`src/rtl/mac_array_gen.sv`:
```
// N_CH-channel dot-product engine: K_LEN-term MACs per group, N_GRP groups per job,
// coefficients streamed from a packed ROM, wrap or saturating accumulation.

module mac_array_lane #(
   parameter int X_W   = 9,
   parameter int C_W   = 7,
   parameter int ACC_W = 18
) (
   input  logic             clk,
   input  logic             rst,
   input  logic             i_beat,
   input  logic             i_first,
   input  logic             i_last,
   input  logic             i_sat,
   input  logic [X_W-1:0]   i_x,
   input  logic [C_W-1:0]   i_coef,
   output logic [ACC_W-1:0] o_acc,
   output logic             o_ovf
);
   localparam int P_W = X_W + C_W;

   logic [ACC_W-1:0] r_acc;
   logic             r_sticky;
   logic [P_W-1:0]   w_prod;
   logic [ACC_W:0]   w_base;
   logic [ACC_W:0]   w_sum;
   logic             w_ovf;
   logic [ACC_W-1:0] w_next;

   assign w_prod = P_W'(i_x) * P_W'(i_coef);
   assign w_base = i_first ? '0 : {1'b0, r_acc};
   assign w_sum  = w_base + (ACC_W+1)'(w_prod);
   // The sticky flag belongs to the previous group when this is term 0.
   assign w_ovf  = w_sum[ACC_W] | (~i_first & r_sticky);
   assign w_next = (i_sat && w_ovf) ? '1 : w_sum[ACC_W-1:0];

   always_ff @(posedge clk or posedge rst) begin
      if (rst) begin
         r_acc    <= '0;
         r_sticky <= 1'b0;
         o_acc    <= '0;
         o_ovf    <= 1'b0;
      end else if (i_beat) begin
         r_acc    <= w_next;
         r_sticky <= w_ovf;
         if (i_last) begin
            o_acc <= w_next;
            o_ovf <= w_ovf;
         end
      end
   end
endmodule

module mac_array_gen #(
   parameter int N_CH          = 4,
   parameter int X_W           = 9,
   parameter int C_W           = 7,
   parameter int ACC_W         = 18,
   parameter int K_LEN         = 8,
   parameter int COEF_PER_WORD = 2,
   parameter int N_GRP         = 4,
   parameter int ADDR_W        = 4,
   localparam int G_W = (N_GRP > 1) ? $clog2(N_GRP) : 1
) (
   input  logic                       clk,
   input  logic                       rst,
   input  logic                       start,
   input  logic                       sat_en,
   input  logic [N_CH*X_W-1:0]        x_data,
   input  logic                       x_valid,
   output logic                       x_ready,
   input  logic [COEF_PER_WORD*C_W-1:0] coef_word,
   output logic [ADDR_W-1:0]          rom_addr,
   output logic [N_CH*ACC_W-1:0]      acc_out,
   output logic [N_CH-1:0]            ovf,
   output logic                       out_valid,
   output logic [G_W-1:0]             grp_idx,
   output logic                       busy,
   output logic                       done
);
   localparam int K_W = (K_LEN > 1) ? $clog2(K_LEN) : 1;
   localparam int S_W = (COEF_PER_WORD > 1) ? $clog2(COEF_PER_WORD) : 1;

   localparam logic [0:0] S_IDLE = 1'b0;
   localparam logic [0:0] S_RUN  = 1'b1;

   logic [0:0]        r_state;
   logic [K_W-1:0]    r_k;
   logic [G_W-1:0]    r_g;
   logic [S_W-1:0]    r_slot;
   logic [ADDR_W-1:0] r_addr;
   logic              r_sat;
   logic              r_out_valid;
   logic              r_done;
   logic [G_W-1:0]    r_grp;

   logic                               w_beat;
   logic                               w_first;
   logic                               w_last_k;
   logic                               w_last_g;
   logic                               w_word_end;
   logic [COEF_PER_WORD-1:0][C_W-1:0]  w_slots;
   logic [C_W-1:0]                     w_coef;
   logic [N_CH-1:0][X_W-1:0]           w_x;
   logic [N_CH-1:0][ACC_W-1:0]         w_acc;

   assign w_beat     = x_valid && (r_state == S_RUN);
   assign w_first    = (r_k == '0);
   assign w_last_k   = (r_k == K_W'(K_LEN-1));
   assign w_last_g   = (r_g == G_W'(N_GRP-1));
   assign w_word_end = (r_slot == S_W'(COEF_PER_WORD-1));

   // Slot 0 sits in the most significant slice of the ROM word.
   assign w_slots = coef_word;
   assign w_coef  = w_slots[S_W'(COEF_PER_WORD-1) - r_slot];
   assign w_x     = x_data;

   always_ff @(posedge clk or posedge rst) begin
      if (rst) begin
         r_state     <= S_IDLE;
         r_k         <= '0;
         r_g         <= '0;
         r_slot      <= '0;
         r_addr      <= '0;
         r_sat       <= 1'b0;
         r_out_valid <= 1'b0;
         r_done      <= 1'b0;
         r_grp       <= '0;
      end else begin
         r_out_valid <= 1'b0;
         r_done      <= 1'b0;
         case (r_state)
            S_IDLE: begin
               if (start) begin
                  r_state <= S_RUN;
                  r_k     <= '0;
                  r_g     <= '0;
                  r_slot  <= '0;
                  r_addr  <= '0;
                  r_sat   <= sat_en;
               end
            end
            S_RUN: begin
               if (w_beat) begin
                  r_slot <= w_word_end ? '0 : r_slot + S_W'(1);
                  if (w_word_end) r_addr <= r_addr + ADDR_W'(1);
                  if (w_last_k) begin
                     r_k         <= '0;
                     r_g         <= r_g + G_W'(1);
                     r_out_valid <= 1'b1;
                     r_grp       <= r_g;
                     if (w_last_g) begin
                        r_done  <= 1'b1;
                        r_state <= S_IDLE;
                     end
                  end else begin
                     r_k <= r_k + K_W'(1);
                  end
               end
            end
            default: r_state <= S_IDLE;
         endcase
      end
   end

   for (genvar c = 0; c < N_CH; c++) begin : g_lane
      mac_array_lane #(
         .X_W   (X_W),
         .C_W   (C_W),
         .ACC_W (ACC_W)
      ) u_lane (
         .clk     (clk),
         .rst     (rst),
         .i_beat  (w_beat),
         .i_first (w_first),
         .i_last  (w_last_k),
         .i_sat   (r_sat),
         .i_x     (w_x[c]),
         .i_coef  (w_coef),
         .o_acc   (w_acc[c]),
         .o_ovf   (ovf[c])
      );
   end

   assign acc_out   = w_acc;
   assign x_ready   = (r_state == S_RUN);
   assign busy      = (r_state == S_RUN);
   assign rom_addr  = r_addr;
   assign out_valid = r_out_valid;
   assign done      = r_done;
   assign grp_idx   = r_grp;
endmodule

```
`config.mk`:
```
export PLATFORM = sky130hd
export DESIGN_NAME = mac_array_gen
export DESIGN_NICKNAME = d
export VERILOG_FILES = /design/src/rtl/mac_array_gen.sv
export SDC_FILE = /design/constraint.sdc
export NUM_CORES = 1
export LEC_CHECK = 0
export BUFFER_PORTS_ARGS = -buffer_cell sky130_fd_sc_hd__buf_2
export CORE_ASPECT_RATIO = 0.75
export CORE_MARGIN = 10
export CORE_UTILIZATION = 62
export CTS_CLUSTER_DIAMETER = 200
export DETAILED_ROUTE_END_ITERATION = 16
export PLACE_DENSITY = 0.82
export SLEW_MARGIN = 40
export SYNTH_ARGS = -nofsm -noshare
export SYNTH_HDL_FRONTEND = slang
export SYNTH_SLANG_ARGS = --single-unit
```
`constraint.sdc`:
```
create_clock -name clk -period 6.3 [get_ports clk]
set_clock_uncertainty 0.05 [all_clocks]
set_input_delay 0.945 -clock clk [delete_from_list [all_inputs] [get_ports clk]]
set_output_delay 0.945 -clock clk [all_outputs]
set_load 0.005 [all_outputs]
```
==> flow_summary_export.csv, run 1 <==
group,metric,value,unit
cells_and_area,area_growth,9.90,%
global_routing,grt_pass1_wl,72700,um
detailed_routing,drc,0,
sta,period_needed,5.86,ns
global_routing,grt_antenna_before_repair,4,
global_routing,overflow,0,
sta,fin_hold_ws,0.420,ns
logic_synthesis,synthTopCellsByArea,"dfrtp_1 24%, fa_1 22%, ha_1 12%, inv_1 6.1%, and2_1 5.8%",
setup_path,cpLargestDelayFamily,"adder cells",
cts,clk_path_buf_depth,2,
cts,cts_tree,"built",
cells_and_area,nets,2492,
floorplan,initial_core_util,62.5,%
cts,clkLatencyLatePin,0.45,ns
logic_synthesis,ys_types,58,
global_routing,grt_start_max_net_pins,117,
detailed_routing,wire_per_inst,17.8,um
sta,finalMaxSlewViolations,0,
logic_synthesis,syn_nets,2384,
detailed_routing,dr.first_iter.drc_count,1022,
sta,hold_viol,0,
logic_synthesis,synth_area,17400,sq um
sta,period_share,93.0,%
floorplan,die-area,35200,sq um
detailed_routing,antenna_left,0,
detailed_routing,via_per_inst,5.64,
setup_path,cp_slowest_stage_delay,0.53,ns
logic_synthesis,yosysTopAreaCell,"dfrtp_1",
cells_and_area,drive_above_1_share,10.4,%
sta,final.setup.tns,0,ns
sta,setup_viol_count_final,0,
sta,slew_headroom,52.9,%
logic_synthesis,synth_seq_area_share,24.2,%
detailed_routing,routed_wl,43500,um
logic_synthesis,yosysTopAreaCellShare,24.2,%
detailed_routing,vias,13800,
setup_path,cpMaxStageDelayCell,"dfrtp_2",
run_status,status,"completed",
logic_synthesis,yosysWarnings,0,
setup_path,crit_arrival,6.10,ns
setup_path,path_cells,"buf_4, mux2i_4, buf_12, nor2b_1, fa_1, inv_1, fa_1, inv_1, fa_1, inv_1, fa_1, inv_1, ha_1, a21oi_1, nand2_1, a41oi_1, o21bai_1, buf_4, nor2_1, o21ai_0",
setup_path,worstSetupPathType,"flip-flop to flip-flop",
cts,cts.clk_slew.worst_paths,0.07,ns
floorplan,rows,53,
logic_synthesis,async_reset_ff_share,100,%
floorplan,ios,141,
setup_path,end_kind,"flip-flop",
logic_synthesis,synth_edf_count,0,
logic_synthesis,postSynthAreaPerCell,8.84,sq um
cells_and_area,final_util,68.6,%
setup_path,path_buf_inv,7,
floorplan,die_w,213,um
logic_synthesis,ys_ff_latch,168,
worst_hold_path,hold_class,"flip-flop to flip-flop",
placed_design,dp_hpwl,33800,um
cts,htree_levels,4,
setup_path,worstPathRequired,6.54,ns
setup_path,worstSetupStartpointType,"flip-flop",
setup_path,crit_start,"r_slot$_DFFE_PP0P_",
cts,post-cts-setup-buffer-count,0,
floorplan,fp.dieH,165,um
logic_synthesis,synth-main-ff-cell,"dfrtp_1",
detailed_routing,dr.pass1.iters,5,
global_routing,first_global_vias,14500,
global_routing,track_usage,25.8,%
cts,cts_root_buffer,"clkbuf_16",
logic_synthesis,yosysMostFrequentCell,"inv_1",
flow_run,drv_cap,0,
logic_synthesis,synth_cells,1968,
logic_synthesis,synthTopCellsByCount,"282 x inv_1, 242 x nand2_1, 192 x fa_1",
floorplan,core_area,27900,sq um
cells_and_area,fin_cells,2449,
setup_path,critPathMaxFanout,18,
cts,cts.sinks,168,
placed_design,place_inst,2414,
worst_hold_path,min_from,"g_lane[2].u_lane.r_acc[10]$_DFFE_PP0P_",
sta,timing.fmax,171,MHz
cts,numCtsBuffers,17,
placed_design,port_buffers,140,
sta,tightest_slew,0.706,ns
placed_design,gp_congestion,0.908,
sta,rsz0062_at_grt,"no",
setup_path,r2r-start,"r_slot$_DFFE_PP0P_",
## cell usage in the layout, fill, tap and decap left out, drive strengths merged, types with 4 or more instances in the layout
cell      instances
nand3            19
ha              169
buf             168
o21a              9
nand2           242
clkinv            5
nand4             4
clkinvlp          4
inv             284
mux2i             7
dfrtp           168
mux2              4
a221oi            4
and2            162
o21ai           154
xnor2            34
fa              192
a21oi            72
nor2            120
or2               4
a31oi            18
xor2             11
and3              5
nor2b           120
a211oi            8
nand2b           15
a21o             14
o21bai            5
clkbuf           19
## tightest hold or removal path, stage by stage (launching register included)
cell and delay (ns):
dfrtp_1 0.34, nand2_1 0.04, o21ai_0 0.06
## final timing paths
kind                                                               end  slack, ns  depth (start not counted)
worst min-delay path            g_lane[2].u_lane.r_acc[10]$_DFFE_PP0P_       0.42                          2
min in group asynchronous       g_lane[1].u_lane.r_acc[11]$_DFFE_PP0P_       0.49                          2
worst max-delay path             g_lane[1].u_lane.o_acc[7]$_DFFE_PP0P_       0.44                         20
worst min register to register  g_lane[2].u_lane.r_acc[10]$_DFFE_PP0P_       0.42                          2
worst max register to register   g_lane[1].u_lane.o_acc[7]$_DFFE_PP0P_       0.44                         20
max in group asynchronous       g_lane[2].u_lane.o_acc[14]$_DFFE_PP0P_       4.46                          3
## logic make-up (layout without fill, tap and decap cells)
logic type	count (synthesis)	in the layout	share of synthesized area (%)
adders and majority gates	361	361	34.2
DFF	168	168	24.2
xor gates and xnor gates	45	45	2.27
and+or+nand+nor	711	711	20.4
other	0	3	0
AOI/OAI and AO/OA	311	311	10.3
muxes	11	11	0.662
buffers and inverters	361	482	7.99
## per-stage QoR
step | worst slack (ns) | area [sq um]
after floorplan | 0.599 | 17400
after global placement | 0.367 | 18500
after detailed placement | 0.142 | 18500
after CTS | 0.313 | 19100
after global routing | 0.128 | 19100
final | 0.444 | 19100
## state kept, by name, summed over array words and instances, names as in the netlist
name,cells
r_slot,1
grp_idx,2
r_g,2
busy,1
g_lane.u_lane.o_ovf,4
g_lane.u_lane.r_acc,72
g_lane.u_lane.o_acc,72
r_sat,1
g_lane.u_lane.r_sticky,4
done,1
rom_addr,4
out_valid,1
r_k,3
## final cells by class
| class | count | area (sq um) |
|---|---|---|
| Tap cell | 357 | 447 |
| Sequential cell | 168 | 4210 |
| Timing Repair Buffer | 168 | 952 |
| Fill cell | 2129 | 8730 |
| Inverter | 282 | 1070 |
| Clock buffer | 19 | 433 |
| Antenna cell | 3 | 7.51 |
| Clock inverter | 13 | 144 |
| Multi-Input combinational cell | 1439 | 11900 |
## what timing repair did
action / in CTS / in global routing
endpoints found under the setup margin: 0 / 3
hold endpoints to repair: 0 / 0
resized for setup: 0 / 2
hold buffers: 0 / 0
## routing by layer
layer  wire length, um  vias up  GRT usage [%]
met1             18700     6837           33.6
met5                11        -              0
li1                  -     6437              -
met4               821        2           7.78
met2             20900      465           43.2
met3              3010       65           4.87
Power of run 1 is not shown: default switching activity piles up to over one toggle a cycle in this logic, so the estimate is an artifact.
==> run 2: changes to the inputs <==
- ABC_AREA: default -> 1
- CORE_UTILIZATION: 62 -> 63
- PLACE_DENSITY: 0.82 -> 0.83
==> run 2 against run 1 <==
Effect of this change:
- non-clock buffer count decreased by 10
- register-to-register slack improved by 0.32 ns
- highest routed layer is now met4
- sequential cell count unchanged
- synthesized cell count increased by 33%
- routed wire length grew 17%
- maximum frequency grew 5.7%
- synthesized area increased by 9.0%
- largest cell class unchanged
- global-route usage rose by 2.0 points
- setup slack improved by 0.32 ns
- via count is 21% higher
- utilization grew 1.3 points
==> flow_summary_export.csv, run 2 <==
group,metric,value,unit
setup_path,end_kind,"flip-flop",
global_routing,grt_start_max_net_pins,81,
logic_synthesis,postSynthAreaPerCell,7.25,sq um
placed_design,port_buffers,140,
logic_synthesis,synth_edf_count,0,
sta,timing.fmax,181,MHz
sta,rsz0062_at_grt,"no",
run_status,status,"completed",
logic_synthesis,yosysTopAreaCellShare,22.2,%
sta,hold_viol,0,
logic_synthesis,yosysWarnings,0,
cells_and_area,diodes,0,
logic_synthesis,ys_types,39,
cells_and_area,num-fill-cells,2429,
floorplan,initial_core_util,64.5,%
cells_and_area,drive_above_1_share,9.98,%
detailed_routing,drc,0,
setup_path,cpMaxStageDelayCell,"dfrtp_1",
logic_synthesis,synth_cells,2617,
sta,slew_headroom,46.6,%
placed_design,gp_congestion,0.961,
cells_and_area,nets,3138,
floorplan,die-area,37500,sq um
setup_path,path_cells,"inv_1, or2_2, nand2_1, buf_4, nor2_1, fa_1, fa_1, fa_1, inv_1, fa_1, inv_1, ha_1, nand2_1, inv_1, a21oi_1, nand2_2, nand2_2, nand2_2, nand2_4, nand3_1, nand2_1, nand2_1",
sta,finalMaxSlewViolations,0,
sta,tightest_slew,0.802,ns
placed_design,place_inst,3095,
sta,period_share,87.9,%
cts,post-cts-setup-buffer-count,0,
logic_synthesis,synthTopCellsByCount,"824 x nand2_1, 581 x inv_1, 330 x nor2_1",
cts,cts.sinks,168,
cells_and_area,reg_top3,"g_lane.u_lane.o_acc: 72 flops, g_lane.u_lane.r_acc: 72 flops",
cells_and_area,seq_area,4200,sq um
setup_path,worstSetupStartpointType,"flip-flop",
logic_synthesis,synthTopCellsByArea,"dfrtp_1 22%, fa_1 20%, nand2_1 16%, inv_1 11%, ha_1 11%",
logic_synthesis,syn_nets,3033,
placed_design,dp_hpwl,38900,um
logic_synthesis,yosysMostFrequentCell,"nand2_1",
detailed_routing,dr.first_iter.drc_count,1628,
sta,final.setup.tns,0,ns
cts,htree_levels,4,
cts,numCtsBuffers,17,
setup_path,worstPathRequired,6.60,ns
cts,cts.clk_slew.worst_paths,0.07,ns
global_routing,grt_pass1_wl,83400,um
global_routing,grt_antenna_before_repair,0,
detailed_routing,top_layer,"met4",
cells_and_area,design_area,20500,sq um
cts,cts-resized-gates,0,
cts,clkLatencyLatePin,0.46,ns
placed_design,placed_area,19900,sq um
global_routing,track_usage,27.8,%
global_routing,first_global_vias,17300,
cts,cts_root_buffer,"clkbuf_16",
floorplan,core_area,29400,sq um
global_routing,overflow,0,
floorplan,ios,141,
worst_hold_path,hold_class,"flip-flop to flip-flop",
logic_synthesis,synth_seq_area_share,22.2,%
detailed_routing,antenna_left,0,
detailed_routing,met3_length,4640,um
logic_synthesis,ys_ff_latch,168,
setup_path,cp_slowest_stage_delay,0.61,ns
detailed_routing,met2_length,23600,um
logic_synthesis,synth-main-ff-cell,"dfrtp_1",
cells_and_area,area_growth,8.31,%
detailed_routing,routed_wl,50900,um
logic_synthesis,async_reset_ff_share,100,%
detailed_routing,via_per_inst,5.33,
cells_and_area,final_common_cell,"nand2_1",
cells_and_area,fin_cells,3127,
detailed_routing,vias,16700,
cells_and_area,final_util,69.9,%
detailed_routing,wire_per_inst,16.3,um
cells_and_area,multiInputGateArea,12200,sq um
detailed_routing,dr.pass1.iters,6,
flow_run,drv_cap,0,
logic_synthesis,yosysTopAreaCell,"dfrtp_1",
detailed_routing,wirelength_met1,20700,um
floorplan,fp.dieH,170,um
setup_path,path_buf_inv,5,
cts,cts_tree,"built",
sta,setup_viol_count_final,0,
cells_and_area,final_cell_mix,"824 x nand2_1, 579 x inv_1, 330 x nor2_1",
cts,clk_path_buf_depth,2,
setup_path,worstSetupPathType,"flip-flop to flip-flop",
setup_path,critPathMaxFanout,24,
setup_path,crit_arrival,5.83,ns
sta,period_needed,5.54,ns
floorplan,die_w,220,um
setup_path,cpLargestDelayFamily,"adder cells",
floorplan,rows,54,
logic_synthesis,synth_area,19000,sq um
cts,postCtsHoldBufs,0,
## run 2: changes by cell type after synthesis, moves of 15 or more
cell | previous run | this run
a21oi_1 | 72 | 39
and2_1 | 161 | 8
buf_2 | 4 | 22
clkbuf_1 | 67 | 25
inv_1 | 282 | 581
nand2_1 | 242 | 824
nand2_2 | 0 | 28
nand2b_1 | 15 | 0
nand3_1 | 19 | 61
nor2_1 | 120 | 330
nor2b_1 | 120 | 0
o21ai_0 | 138 | 29
xnor2_1 | 34 | 5
## run 2: logic make-up (layout without fill, tap and decap cells)
logic type                 count (synthesis)  count (layout)  synth area share [%]
and+or+nand+nor                         1320            1320                  29.0
buffers and inverters                    661             779                  13.9
adders and majority gates                361             361                  31.4
DFF                                      168             168                  22.2
AOI/OAI and AO/OA                         80              80                  2.19
xor gates and xnor gates                  24              24                  1.11
muxes                                      3               3                 0.218
## run 2: final cells by class
class	instances	area share [%]
inverter	589	10.8
tap	392	2.39
multi-input combinational	1788	59.1
timing repair buffer	158	4.29
clock buffer	18	2.14
clock inverter	14	0.792
sequential	168	20.5
## run 2: metrics by stage
stage | hold WS, ns | setup WS, ns
detailed placement | 0.409 | 0.590
CTS | 0.428 | 0.822
finish | 0.422 | 0.761
floorplan | 0.399 | 0.758
global route | 0.444 | 0.538
global placement | 0.411 | 0.654
## run 2: worst register-to-register path: cells and delay by family (launching register included)
kind	cells	cell delay [ns]
compound gates	1	0.16
fa+ha+maj	5	2.33
buf+inv	5	0.66
flops	1	0.61
simple gates	11	1.63
## run 2: layer usage
metal	track usage, %	vias up
li1	-	7856
met1	34.6	7967
met2	44.9	706
met3	7.28	140
met4	12.0	0
met5	0	-
## run 2: worst paths after layout
kind,from,to,slack [ns],cells past startpoint
min in group asynchronous,rst,g_lane[3].u_lane.o_acc[17]$_DFFE_PP0P_,0.46,2
min reg2reg,g_lane[1].u_lane.o_acc[5]$_DFFE_PP0P_,g_lane[1].u_lane.o_acc[5]$_DFFE_PP0P_,0.42,2
max,r_slot$_DFFE_PP0P_,g_lane[1].u_lane.o_acc[17]$_DFFE_PP0P_,0.76,22
max in group asynchronous,rst,g_lane[1].u_lane.o_acc[16]$_DFFE_PP0P_,4.55,3
min,g_lane[1].u_lane.o_acc[5]$_DFFE_PP0P_,g_lane[1].u_lane.o_acc[5]$_DFFE_PP0P_,0.42,2
max reg2reg,r_slot$_DFFE_PP0P_,g_lane[1].u_lane.o_acc[17]$_DFFE_PP0P_,0.76,22
Power of run 2 is left out for the same reason.
==> run 3: changes to the inputs <==
- CORE_UTILIZATION: 63 -> 65
- PLACE_DENSITY: 0.83 -> 0.85
- clock period: 6.3 -> 6.7 ns (I/O delays scaled with it)
==> run 3 against run 2 <==
Effect of this change:
- setup slack better by 0.18 ns
- global-route usage is 0.51 points higher
- utilization is 1.2 points higher
- sequential cell count stayed put
- routed wire length is 2.6% lower
- critical path depth is 1 higher
- critical path type unchanged
- critical endpoint is now g_lane[0].u_lane.o_acc[4]$_DFFE_PP0P_
- largest cell class unchanged
==> flow_summary_export.csv, run 3 (synthesis gave the netlist of run 2 again) <==
group,metric,value,unit
setup_path,reg2reg_slack,0.94,ns
cells_and_area,diodes,0,
detailed_routing,wire_per_inst,15.8,um
setup_path,r2r-start,"r_slot$_DFFE_PP0P_",
global_routing,grt_start_max_net_pins,105,
worst_hold_path,hold_class,"flip-flop to flip-flop",
detailed_routing,vias,16600,
floorplan,rows,54,
detailed_routing,drc,0,
placed_design,port_buffers,140,
cells_and_area,final_util,71.1,%
worst_hold_path,holdPathStages,2,
setup_path,worstPathRequired,7.01,ns
sta,slew_headroom,41.1,%
cts,htree_levels,4,
worst_hold_path,holdPathEnd,"g_lane[1].u_lane.o_acc[1]$_DFFE_PP0P_",
global_routing,grt_pass1_wl,83900,um
detailed_routing,antenna_left,0,
sta,tightest_slew,0.865,ns
detailed_routing,via_per_inst,5.30,
global_routing,overflow,0,
cts,postCtsHoldBufs,0,
floorplan,die_w,217,um
cts,clk_path_buf_depth,2,
cts,cts_tree,"built",
sta,setup_viol_count_final,0,
sta,fin_hold_ws,0.426,ns
floorplan,core_area,28900,sq um
worst_hold_path,min_from,"g_lane[1].u_lane.o_acc[1]$_DFFE_PP0P_",
cts,clkLatencyLatePin,0.48,ns
sta,period_needed,5.76,ns
setup_path,crit_arrival,6.07,ns
setup_path,critPathMaxFanout,19,
setup_path,r2r_cells,23,
floorplan,initial_core_util,65.6,%
sta,rsz0062_at_grt,"no",
cts,numCtsBuffers,17,
cts,cts-resized-gates,0,
flow_run,drv_cap,0,
global_routing,grt_antenna_before_repair,0,
cts,cts_root_buffer,"clkbuf_16",
cells_and_area,drive_above_1_share,10.2,%
detailed_routing,dr.pass1.iters,5,
global_routing,first_global_vias,17100,
placed_design,gp_congestion,0.945,
detailed_routing,routed_wl,49600,um
cells_and_area,area_growth,8.36,%
floorplan,ios,141,
cells_and_area,final_common_cell,"nand2_1",
run_status,status,"completed",
detailed_routing,dr.first_iter.drc_count,1343,
sta,period_share,86.0,%
placed_design,dp_hpwl,38700,um
cts,post-cts-setup-buffer-count,0,
cells_and_area,final_cell_mix,"824 x nand2_1, 579 x inv_1, 330 x nor2_1",
cts,cts.clk_slew.worst_paths,0.08,ns
sta,final.setup.tns,0,ns
global_routing,track_usage,28.3,%
floorplan,die-area,36500,sq um
setup_path,worstReg2RegEnd,"g_lane[0].u_lane.o_acc[4]$_DFFE_PP0P_",
sta,timing.fmax,174,MHz
sta,hold_viol,0,
floorplan,fp.dieH,168,um
cells_and_area,nets,3144,
sta,finalMaxSlewViolations,0,
setup_path,worstSetupStartpointType,"flip-flop",
setup_path,worstSetupPathType,"flip-flop to flip-flop",
cts,cts.sinks,168,
setup_path,end_kind,"flip-flop",
cells_and_area,reg_top3,"g_lane.u_lane.o_acc: 72 flops, g_lane.u_lane.r_acc: 72 flops",
run 3: routing by layer:
layer,up-vias,wire (um),track usage [%]
met5,-,0,0
met4,0,1220,8.98
met3,95,4030,6.43
met2,626,23800,47.1
met1,8037,20500,36.0
li1,7838,-,-
run 3: cell type report:
type / count / area, sq um
inverters: 589 / 2220
fillers: 2376 / 8360
repair buffers: 164 / 897
well taps: 392 / 490
clock buffers: 17 / 425
flip-flops and latches: 168 / 4200
clock inverters: 15 / 163
multi-input cells: 1788 / 12200
run 3: worst max-delay path, cell delays in order, from the launching register on:
cell and delay (ns):
dfrtp_1 0.61, inv_1 0.17, or2_2 0.30, nand2_1 0.36, inv_1 0.43, nand2_1 0.19, fa_1 0.45, fa_1 0.49
inv_1 0.05, fa_1 0.47, inv_1 0.05, fa_1 0.47, inv_1 0.04, ha_1 0.33, nand2_2 0.10, nor2_1 0.05
nand3_1 0.09, nand2_2 0.09, nand2_2 0.09, nand2_2 0.08, nand2_4 0.31, o21ai_0 0.20, nand2_1 0.09, nand2_1 0.06
run 3: through the flow:
step	std cells	setup slack [ns]	cell area [sq um]
floorplan	2617	1.10	19000
global placement	3101	0.766	20000
detailed placement	3101	0.665	20000
CTS	3133	0.997	20600
global route	3133	0.632	20600
finish	3133	0.940	20600
run 3: worst max path at each step:
stage / start / end / slack [ns] / cells after the start
global placement: coef_word[8] / g_lane[1].u_lane.o_acc[17]$_DFFE_PP0P_ / 0.77 / 23
CTS: r_slot$_DFFE_PP0P_ / g_lane[3].u_lane.r_acc[4]$_DFFE_PP0P_ / 1.0 / 23
detailed placement: coef_word[8] / g_lane[1].u_lane.r_acc[17]$_DFFE_PP0P_ / 0.67 / 23
floorplan: rst / busy$_DFF_PP0_ / 1.10 / 1
global route: r_slot$_DFFE_PP0P_ / g_lane[1].u_lane.r_acc[17]$_DFFE_PP0P_ / 0.63 / 23
finish: r_slot$_DFFE_PP0P_ / g_lane[0].u_lane.o_acc[4]$_DFFE_PP0P_ / 0.94 / 23
Power of run 3 is left out for the same reason.
